**config.mk**
```make
export PLATFORM = sky130hd
export DESIGN_NAME = acc_op_sequencer
export DESIGN_NICKNAME = d
export VERILOG_FILES = /design/src/rtl/accumulator_optype.sv /design/src/rtl/acc_op_sequencer.sv
export SDC_FILE = /design/constraint.sdc
export NUM_CORES = 1
export LEC_CHECK = 0
export ABC_CLOCK_PERIOD_IN_PS = 4600
export CORE_MARGIN = 10
export CORE_UTILIZATION = 40
export DETAILED_ROUTE_END_ITERATION = 16
export GPL_TIMING_DRIVEN = 0
export MAX_ROUTING_LAYER = met4
export PLACE_DENSITY = 0.68
export SETUP_SLACK_MARGIN = 0.1
export SLEW_MARGIN = 20
export SYNTH_ARGS = -nofsm -noshare
export SYNTH_HDL_FRONTEND = slang
export SYNTH_SLANG_ARGS = --single-unit
```
**constraint.sdc**
```tcl
create_clock -name clock -period 4.6 [get_ports clock]
set_input_delay 0.92 -clock clock [delete_from_list [all_inputs] [get_ports clock]]
set_output_delay 0.92 -clock clock [all_outputs]
set_load 0.02 [all_outputs]
```
**src/rtl/accumulator_optype.sv**
```systemverilog
// Command encoding understood by the Accumulator block.
package accumulator_optype;
  typedef enum logic [1:0] {
    WRITE = 2'd0,
    INC   = 2'd1,
    DEC   = 2'd2
  } acu_op_t;
endpackage

```
**src/rtl/acc_op_sequencer.sv**
```systemverilog
// Sequences 4004 accumulator-group and register-arithmetic instructions into Accumulator commands.
// Optional DAA/KBP support is enabled by defining ACC_SEQ_DAA_KBP_EN.
//
// state    | meaning
// IDLE     | ready for the next instruction byte
// REG_WAIT | reading register operand R from the index register file
// ISSUE    | one-cycle command to the Accumulator, shadow/link update
module acc_op_sequencer (
  input  logic                        clock,
  input  logic                        reset,
  input  logic [7:0]                  instr,
  input  logic                        instr_valid,
  output logic                        instr_ready,
  output logic                        reg_req,
  output logic [3:0]                  reg_addr,
  input  logic                        reg_ack,
  input  logic [3:0]                  reg_rdata,
  output logic                        acc_select,
  output accumulator_optype::acu_op_t acc_opcode,
  output logic [3:0]                  acc_data,
  output logic [3:0]                  acc_value,
  output logic                        link,
  output logic                        illegal_op
);

  typedef enum logic [1:0] {
    IDLE     = 2'd0,
    REG_WAIT = 2'd1,
    ISSUE    = 2'd2
  } state_t;

  state_t     state_q, state_d;
  logic [7:0] instr_q, instr_d;
  logic [3:0] rdata_q, rdata_d;
  logic [3:0] acc_q, acc_d;
  logic       link_q, link_d;
  logic [4:0] sum5;
  logic       wr;

  always_ff @(posedge clock) begin
    if (reset) begin
      state_q <= IDLE;
      instr_q <= '0;
      rdata_q <= '0;
      acc_q   <= '0;
      link_q  <= 1'b0;
    end else begin
      state_q <= state_d;
      instr_q <= instr_d;
      rdata_q <= rdata_d;
      acc_q   <= acc_d;
      link_q  <= link_d;
    end
  end

  always_comb begin
    state_d = state_q;
    instr_d = instr_q;
    rdata_d = rdata_q;
    case (state_q)
      IDLE: begin
        if (instr_valid) begin
          instr_d = instr;
          if (instr[7:4] == 4'h8 || instr[7:4] == 4'h9 || instr[7:4] == 4'hA)
            state_d = REG_WAIT;
          else
            state_d = ISSUE;
        end
      end
      REG_WAIT: begin
        if (reg_ack) begin
          rdata_d = reg_rdata;
          state_d = ISSUE;
        end
      end
      ISSUE:   state_d = IDLE;
      default: state_d = IDLE;
    endcase
  end

  assign instr_ready = (state_q == IDLE);
  assign reg_req     = (state_q == REG_WAIT);
  assign reg_addr    = reg_req ? instr_q[3:0] : 4'd0;
  assign acc_value   = acc_q;
  assign link        = link_q;

  // WRITE-class instructions compute acc_d/link_d and raise wr; the command data is the new shadow.
  always_comb begin
    acc_d      = acc_q;
    link_d     = link_q;
    sum5       = '0;
    wr         = 1'b0;
    acc_select = 1'b0;
    acc_opcode = accumulator_optype::WRITE;
    acc_data   = 4'd0;
    illegal_op = 1'b0;
    if (state_q == ISSUE) begin
      case (instr_q[7:4])
        4'h8: begin
          sum5   = {1'b0, acc_q} + {1'b0, rdata_q} + {4'd0, link_q};
          acc_d  = sum5[3:0];
          link_d = sum5[4];
          wr     = 1'b1;
        end
        4'h9: begin
          sum5   = {1'b0, acc_q} + {1'b0, ~rdata_q} + {4'd0, ~link_q};
          acc_d  = sum5[3:0];
          link_d = sum5[4];
          wr     = 1'b1;
        end
        4'hA: begin
          acc_d = rdata_q;
          wr    = 1'b1;
        end
        4'hF: begin
          case (instr_q[3:0])
            4'h0: begin
              acc_d  = 4'd0;
              link_d = 1'b0;
              wr     = 1'b1;
            end
            4'h1: link_d = 1'b0;
            4'h2: begin
              acc_select = 1'b1;
              acc_opcode = accumulator_optype::INC;
              acc_d      = acc_q + 4'd1;
              link_d     = (acc_q == 4'd15);
            end
            4'h3: link_d = ~link_q;
            4'h4: begin
              acc_d = ~acc_q;
              wr    = 1'b1;
            end
            4'h5: begin
              acc_d  = {acc_q[2:0], link_q};
              link_d = acc_q[3];
              wr     = 1'b1;
            end
            4'h6: begin
              acc_d  = {link_q, acc_q[3:1]};
              link_d = acc_q[0];
              wr     = 1'b1;
            end
            4'h7: begin
              acc_d  = {3'b000, link_q};
              link_d = 1'b0;
              wr     = 1'b1;
            end
            4'h8: begin
              acc_select = 1'b1;
              acc_opcode = accumulator_optype::DEC;
              acc_d      = acc_q - 4'd1;
              link_d     = (acc_q != 4'd0);
            end
            4'h9: begin
              acc_d  = link_q ? 4'd10 : 4'd9;
              link_d = 1'b0;
              wr     = 1'b1;
            end
            4'hA: link_d = 1'b1;
`ifdef ACC_SEQ_DAA_KBP_EN
            4'hB: begin
              if (acc_q > 4'd9 || link_q) begin
                sum5  = {1'b0, acc_q} + 5'd6;
                acc_d = sum5[3:0];
                if (sum5[4])
                  link_d = 1'b1;
              end
              wr = 1'b1;
            end
            4'hC: begin
              case (acc_q)
                4'd0:    acc_d = 4'd0;
                4'd1:    acc_d = 4'd1;
                4'd2:    acc_d = 4'd2;
                4'd4:    acc_d = 4'd3;
                4'd8:    acc_d = 4'd4;
                default: acc_d = 4'd15;
              endcase
              wr = 1'b1;
            end
`endif
            default: illegal_op = 1'b1;
          endcase
        end
        default: illegal_op = 1'b1;
      endcase
      if (wr) begin
        acc_select = 1'b1;
        acc_opcode = accumulator_optype::WRITE;
        acc_data   = acc_d;
      end
    end
  end

endmodule

```
# Word level (Yosys, flattened, before mapping)
# Cells that the tools add are included.
# W data, S select, Z words.
[totals] wordCells=78 mem_bits_ro=0 out_inout_bits=19 latchBits=0 reg_bits=19 inputBits=16 mem_count=0 ram_bits=0
[op_classes] bitwise=3 n_mul=0 shifts=0 n_lt_le_gt_ge=0 eq_ne=23 n_mux=26 add_sub_neg=6 div=0 n_reduce_logical=15
[op_table] operator="$eq A4 B4 Y1 const B" n=11
[op_table] operator="$pmux W4 S8" n=1
[op_table] operator="$eq A4 B3 Y1 const B" n=4
[op_table] operator="$pmux W4 S4" n=1
[op_table] operator="$mux W2" n=7
[op_table] operator="$mux W4" n=3
[op_table] operator="$reduce_or A11 Y1" n=1
[op_table] operator="$add A4 B4 Y5" n=2
[op_table] operator="$add A5 B1 Y5" n=2
[op_table] operator="$eq A4 B2 Y1 const B" n=2
[op_table] operator="$mux W1" n=8
[op_table] operator="$ne A8 B4 Y1 const B" n=1
[op_table] operator="$not A4 Y4" n=2
[op_table] operator="$pmux W2 S2" n=2
[op_table] operator="$pmux W1 S7" n=1
[op_table] operator="$reduce_and A2 Y1" n=3
[op_table] operator="$reduce_or A6 Y1" n=1
[op_table] operator="$add A4 B1 Y4 const B" n=1
[op_table] operator="$eq A4 B1 Y1 const B" n=1
[op_table] operator="$logic_not A4 Y1" n=1
[op_table] operator="$pmux W1 S2" n=2
[op_table] operator="$reduce_bool A4 Y1" n=1
[op_table] operator="$reduce_or A4 Y1" n=1
[op_table] operator="$sub A4 B1 Y4 const B" n=1
[op_table] operator="other kinds (12)" n=13

# Logic depth before layout (Yosys ltp)
[logic_depth] word_depth=7 ltp_mapped=9 depth_no_buf=9

# Worst setup path after synthesis
# No wires, ideal clock.
[synth_path] path_kind="reg-to-output" from="register acc_q[1], in the netlist acc_value[1]" to="output acc_data[2]" t_arrival_ps=2367 path_buffers=1 path_slack_ps=1313 path_stages_with_launch=9 required_ps=3680 path_cell_list="dfxtp_1 -> clkbuf_1 -> inv_1 -> fa_1 -> mux2i_1 -> xnor2_1 -> o22a_1 -> a311oi_1 -> nor3_1"
[synth_between] elab_chain_len=5 elab_cells_between_ends=10 classes_between="add/sub: 6; mux: 4"
[synth_rtl] element="start: declaration" line_no="acc_op_sequencer.sv:35" text="logic [3:0] acc_q, acc_d;"
[synth_rtl] element="start signal: assignment" line_no="acc_op_sequencer.sv:45" text="acc_q <= '0;"
[synth_rtl] element="start signal: assignment" line_no="acc_op_sequencer.sv:51" text="acc_q <= acc_d;"
[synth_rtl] element="$add A4 B4 Y5 (tied with other cells)" line_no="acc_op_sequencer.sv:106" text="sum5 = {1'b0, acc_q} + {1'b0, ~rdata_q} + {4'd0, ~link_q};"
[synth_rtl] element="$add A5 B1 Y5 (tied with other cells)" line_no="acc_op_sequencer.sv:106"
[synth_rtl] element="$pmux W4 S4 *" line_no="acc_op_sequencer.sv:98" text="case (instr_q[7:4])"
[synth_rtl] element="$mux W4 *" line_no="acc_op_sequencer.sv:188" text="if (wr) begin"
[synth_rtl] element="$mux W4 *" line_no="acc_op_sequencer.sv:97" text="if (state_q == ISSUE) begin"
[synth_rtl] element="end: declaration" line_no="acc_op_sequencer.sv:20" text="output logic [3:0] acc_data,"
# Every way passes the cells marked *; elsewhere a longest branch is shown, timed or not.

# Final worst setup path
# Ends and elaborated chain as after synthesis.

==> reports/metrics.cfg <==
[timing]
clock_skew_ns=0.00875
worst_slew_margin_rel_pct=63.5
hold_violations=0
worstMarginPinSlew_ns=0.545
rsz0062_at_grt=no
finalSetupViolCount=0
max_freq_ghz=0.241
finalCriticalPeriod_ns=4.16
finalCritPeriodShare_pct=90.4
tns_ns=0
finalMaxSlewViolations=0

[layout]
final_area_sq_um=2340
num-fill-cells=485
drive_gt1_share_pct=6.25
diodes=0
final_common_cell=nand2_1
final-seq-area_sq_um=380
multi_input_area_sq_um=1370
most-common-layout-cells=nand2_1 (38), clkdlybuf4s50_1 (33), a21oi_1 (27), nor2_1 (19), dfxtp_1 (19)
area_growth_pct=23.4
final_nets=332

[cts]
clk_path_buf_depth=2
cts_max_level=1
clk_latency_ns=0.26
hold_buffers=0
clk_pin_slew_ns=0.08
cts.repair.resized=0
cts_made_buffers=3
cts_sinks=19
cts_root_buf=clkbuf_8
postCtsSetupBuffers=0
cts_tree=yes

[route]
finalWirelength_mm=5.73
antenna_left=0
drtIter0Drc=220
post-route-drc-count=0
via_per_inst=5.73
wire_per_inst_um=16.0
vias=2051
first_pass_iters=4

[logic_synthesis]
synth_cells=267
yosysSeqAreaShare_pct=20.0
synth-edff-count=0
synth_area_sq_um=1900
synth.distinct_cells=51
synth_nets=294
yosys_warnings=0
synth_flop_cell=dfxtp_1
syn_avg_cell_area_sq_um=7.12
ys_ff_latch=19
postSynth.asyncResetShare_pct=0

[global_route]
grt_pass1_vias=1858
overflow=0
grt_start_max_net_pins=12
grt_pass1_wl_mm=9.26
grt.total_usage_pct=15.1
antenna_found_initial=0

[setup_path]
cpMaxStageDelayCell=clkdlybuf4s50_1
cp-start-kind=flip-flop
arrival_ns=3.24
crit_required_ns=3.68
path_class=flip-flop to output pin
critical_path.cell_chain=clkbuf_1 -> inv_1 -> fa_1 -> mux2i_1 -> xnor2_1 -> o22a_1 -> a311oi_1 -> nor3_1 -> clkdlybuf4s50_1
path_delay_family=buffers and inverters
critPathMaxFanout=9
rrSetupSlack_ns=2.06
path_buf_inv=3
critPathMaxStageDelay_ns=0.63
cp-end-kind=output pin

[min_path]
min_path_type=flip-flop to flip-flop

[floorplanning]
io_pins=35
die_w_um=88.9
row_count=25
dieArea_sq_um=7910
start_util_pct=40.8
dieHeight_um=88.9
coreArea_sq_um=4660

[power]
p_leak_nw=0.867
power_density_nw_per_um2=186
vdd_drop_max_uv=116

[placed_design]
place_congestion=0.920
dp_hpwl_mm=4.44
placed_area_sq_um=2300
numPortBuffers=33

[run_status]
status=completed

[flow_run]
cap_viol_max_count=0

-- metrics by stage --
stage / cells / util [%] / hold slack [ns] / setup WS, ns / total power (W)
global route: 358 / 50.3 / 0.523 / 0.214 / 0.000464
global placement: 354 / 49.3 / 0.477 / 0.710 / 0.000317
CTS: 358 / 50.3 / 0.490 / 0.420 / 0.000438
floorplan: 267 / - / 0.453 / 1.31 / 0.000272
finish: 358 / 50.3 / 0.485 / 0.443 / 0.000437
detailed placement: 354 / 49.3 / 0.478 / 0.724 / 0.000317
-- path summary, 6_finish.rpt --
path	from	end	cells after the start
hold reg to reg	rdata_q[1]	rdata_q[1]	2
hold / removal	rdata_q[1]	rdata_q[1]	2
setup reg to reg	acc_value[1]	acc_value[2]	8
setup / recovery	acc_value[1]	acc_data[2]	9
-- where the power goes --
group	total [W]	internal, W	switching [W]
sequential	0.000179	0.000171	0.00000794
clock	0.000122	0.0000604	0.0000620
combinational	0.000136	0.0000582	0.0000776
-- synthesized netlist by cell type, types with 2 or more instances --
cell / instances / area (sq um)
nand2_1: 38 / 143
a21oi_1: 27 / 135
dfxtp_1: 19 / 380
nor2_1: 19 / 71.3
inv_1: 14 / 52.6
o21ai_0: 11 / 55.1
clkbuf_1: 10 / 37.5
nand3_1: 10 / 50.1
buf_2: 8 / 40.0
nor3_1: 8 / 40.0
ha_1: 7 / 87.6
nor2b_1: 7 / 43.8
and2_1: 6 / 37.5
mux2i_1: 6 / 60.1
and3_1: 5 / 31.3
a21o_1: 4 / 30.0
fa_1: 4 / 80.1
nand2b_1: 4 / 25.0
o21ai_1: 4 / 20.0
o21bai_1: 4 / 30.0
o31ai_1: 4 / 30.0
a211oi_1: 3 / 22.5
a311oi_1: 3 / 26.3
a31oi_1: 3 / 18.8
buf_4: 3 / 22.5
o211ai_1: 3 / 22.5
xnor2_1: 3 / 26.3
a221o_1: 2 / 20.0
a2bb2oi_1: 2 / 17.5
a41oi_1: 2 / 17.5
and3b_1: 2 / 17.5
nor3b_1: 2 / 15.0
o311a_1: 2 / 20.0
-- registers in the layout, summed over array words and instances, names as in the netlist --
name,count
link,1
instr_q,8
rdata_q,4
acc_value,4
state_q,2
-- layout make-up --
class / instances / share of cell area [%]
Buffer: 21 / 4.27
Clock buffer: 3 / 1.76
Clock inverter: 1 / 0.213
Inverter: 14 / 2.24
Multi-Input combinational cell: 213 / 58.3
Sequential cell: 19 / 16.2
Tap cell: 54 / 2.88
Timing Repair Buffer: 33 / 14.1
-- layer usage --
metal / track usage, % / wire [um]
met3: 2.64 / 417
met2: 21.9 / 2530
met5: - / 0
met1: 20.2 / 2670
met4: 6.07 / 114
-- worst min-delay path, stage by stage, from the launching register on --
cell	delay [ns]
dfxtp_1	0.34
nand2_1	0.06
a21oi_1	0.05
-- logic make-up after synthesis --
logic type | synth area share, %
DFF | 20.0
xor gates and xnor gates | 2.24
buffers and inverters | 8.03
AOI/OAI and AO/OA | 29.3
and+or+nand+nor | 28.4
adders and majority gates | 8.82
muxes | 3.16
(Power assumes the default switching activity.)
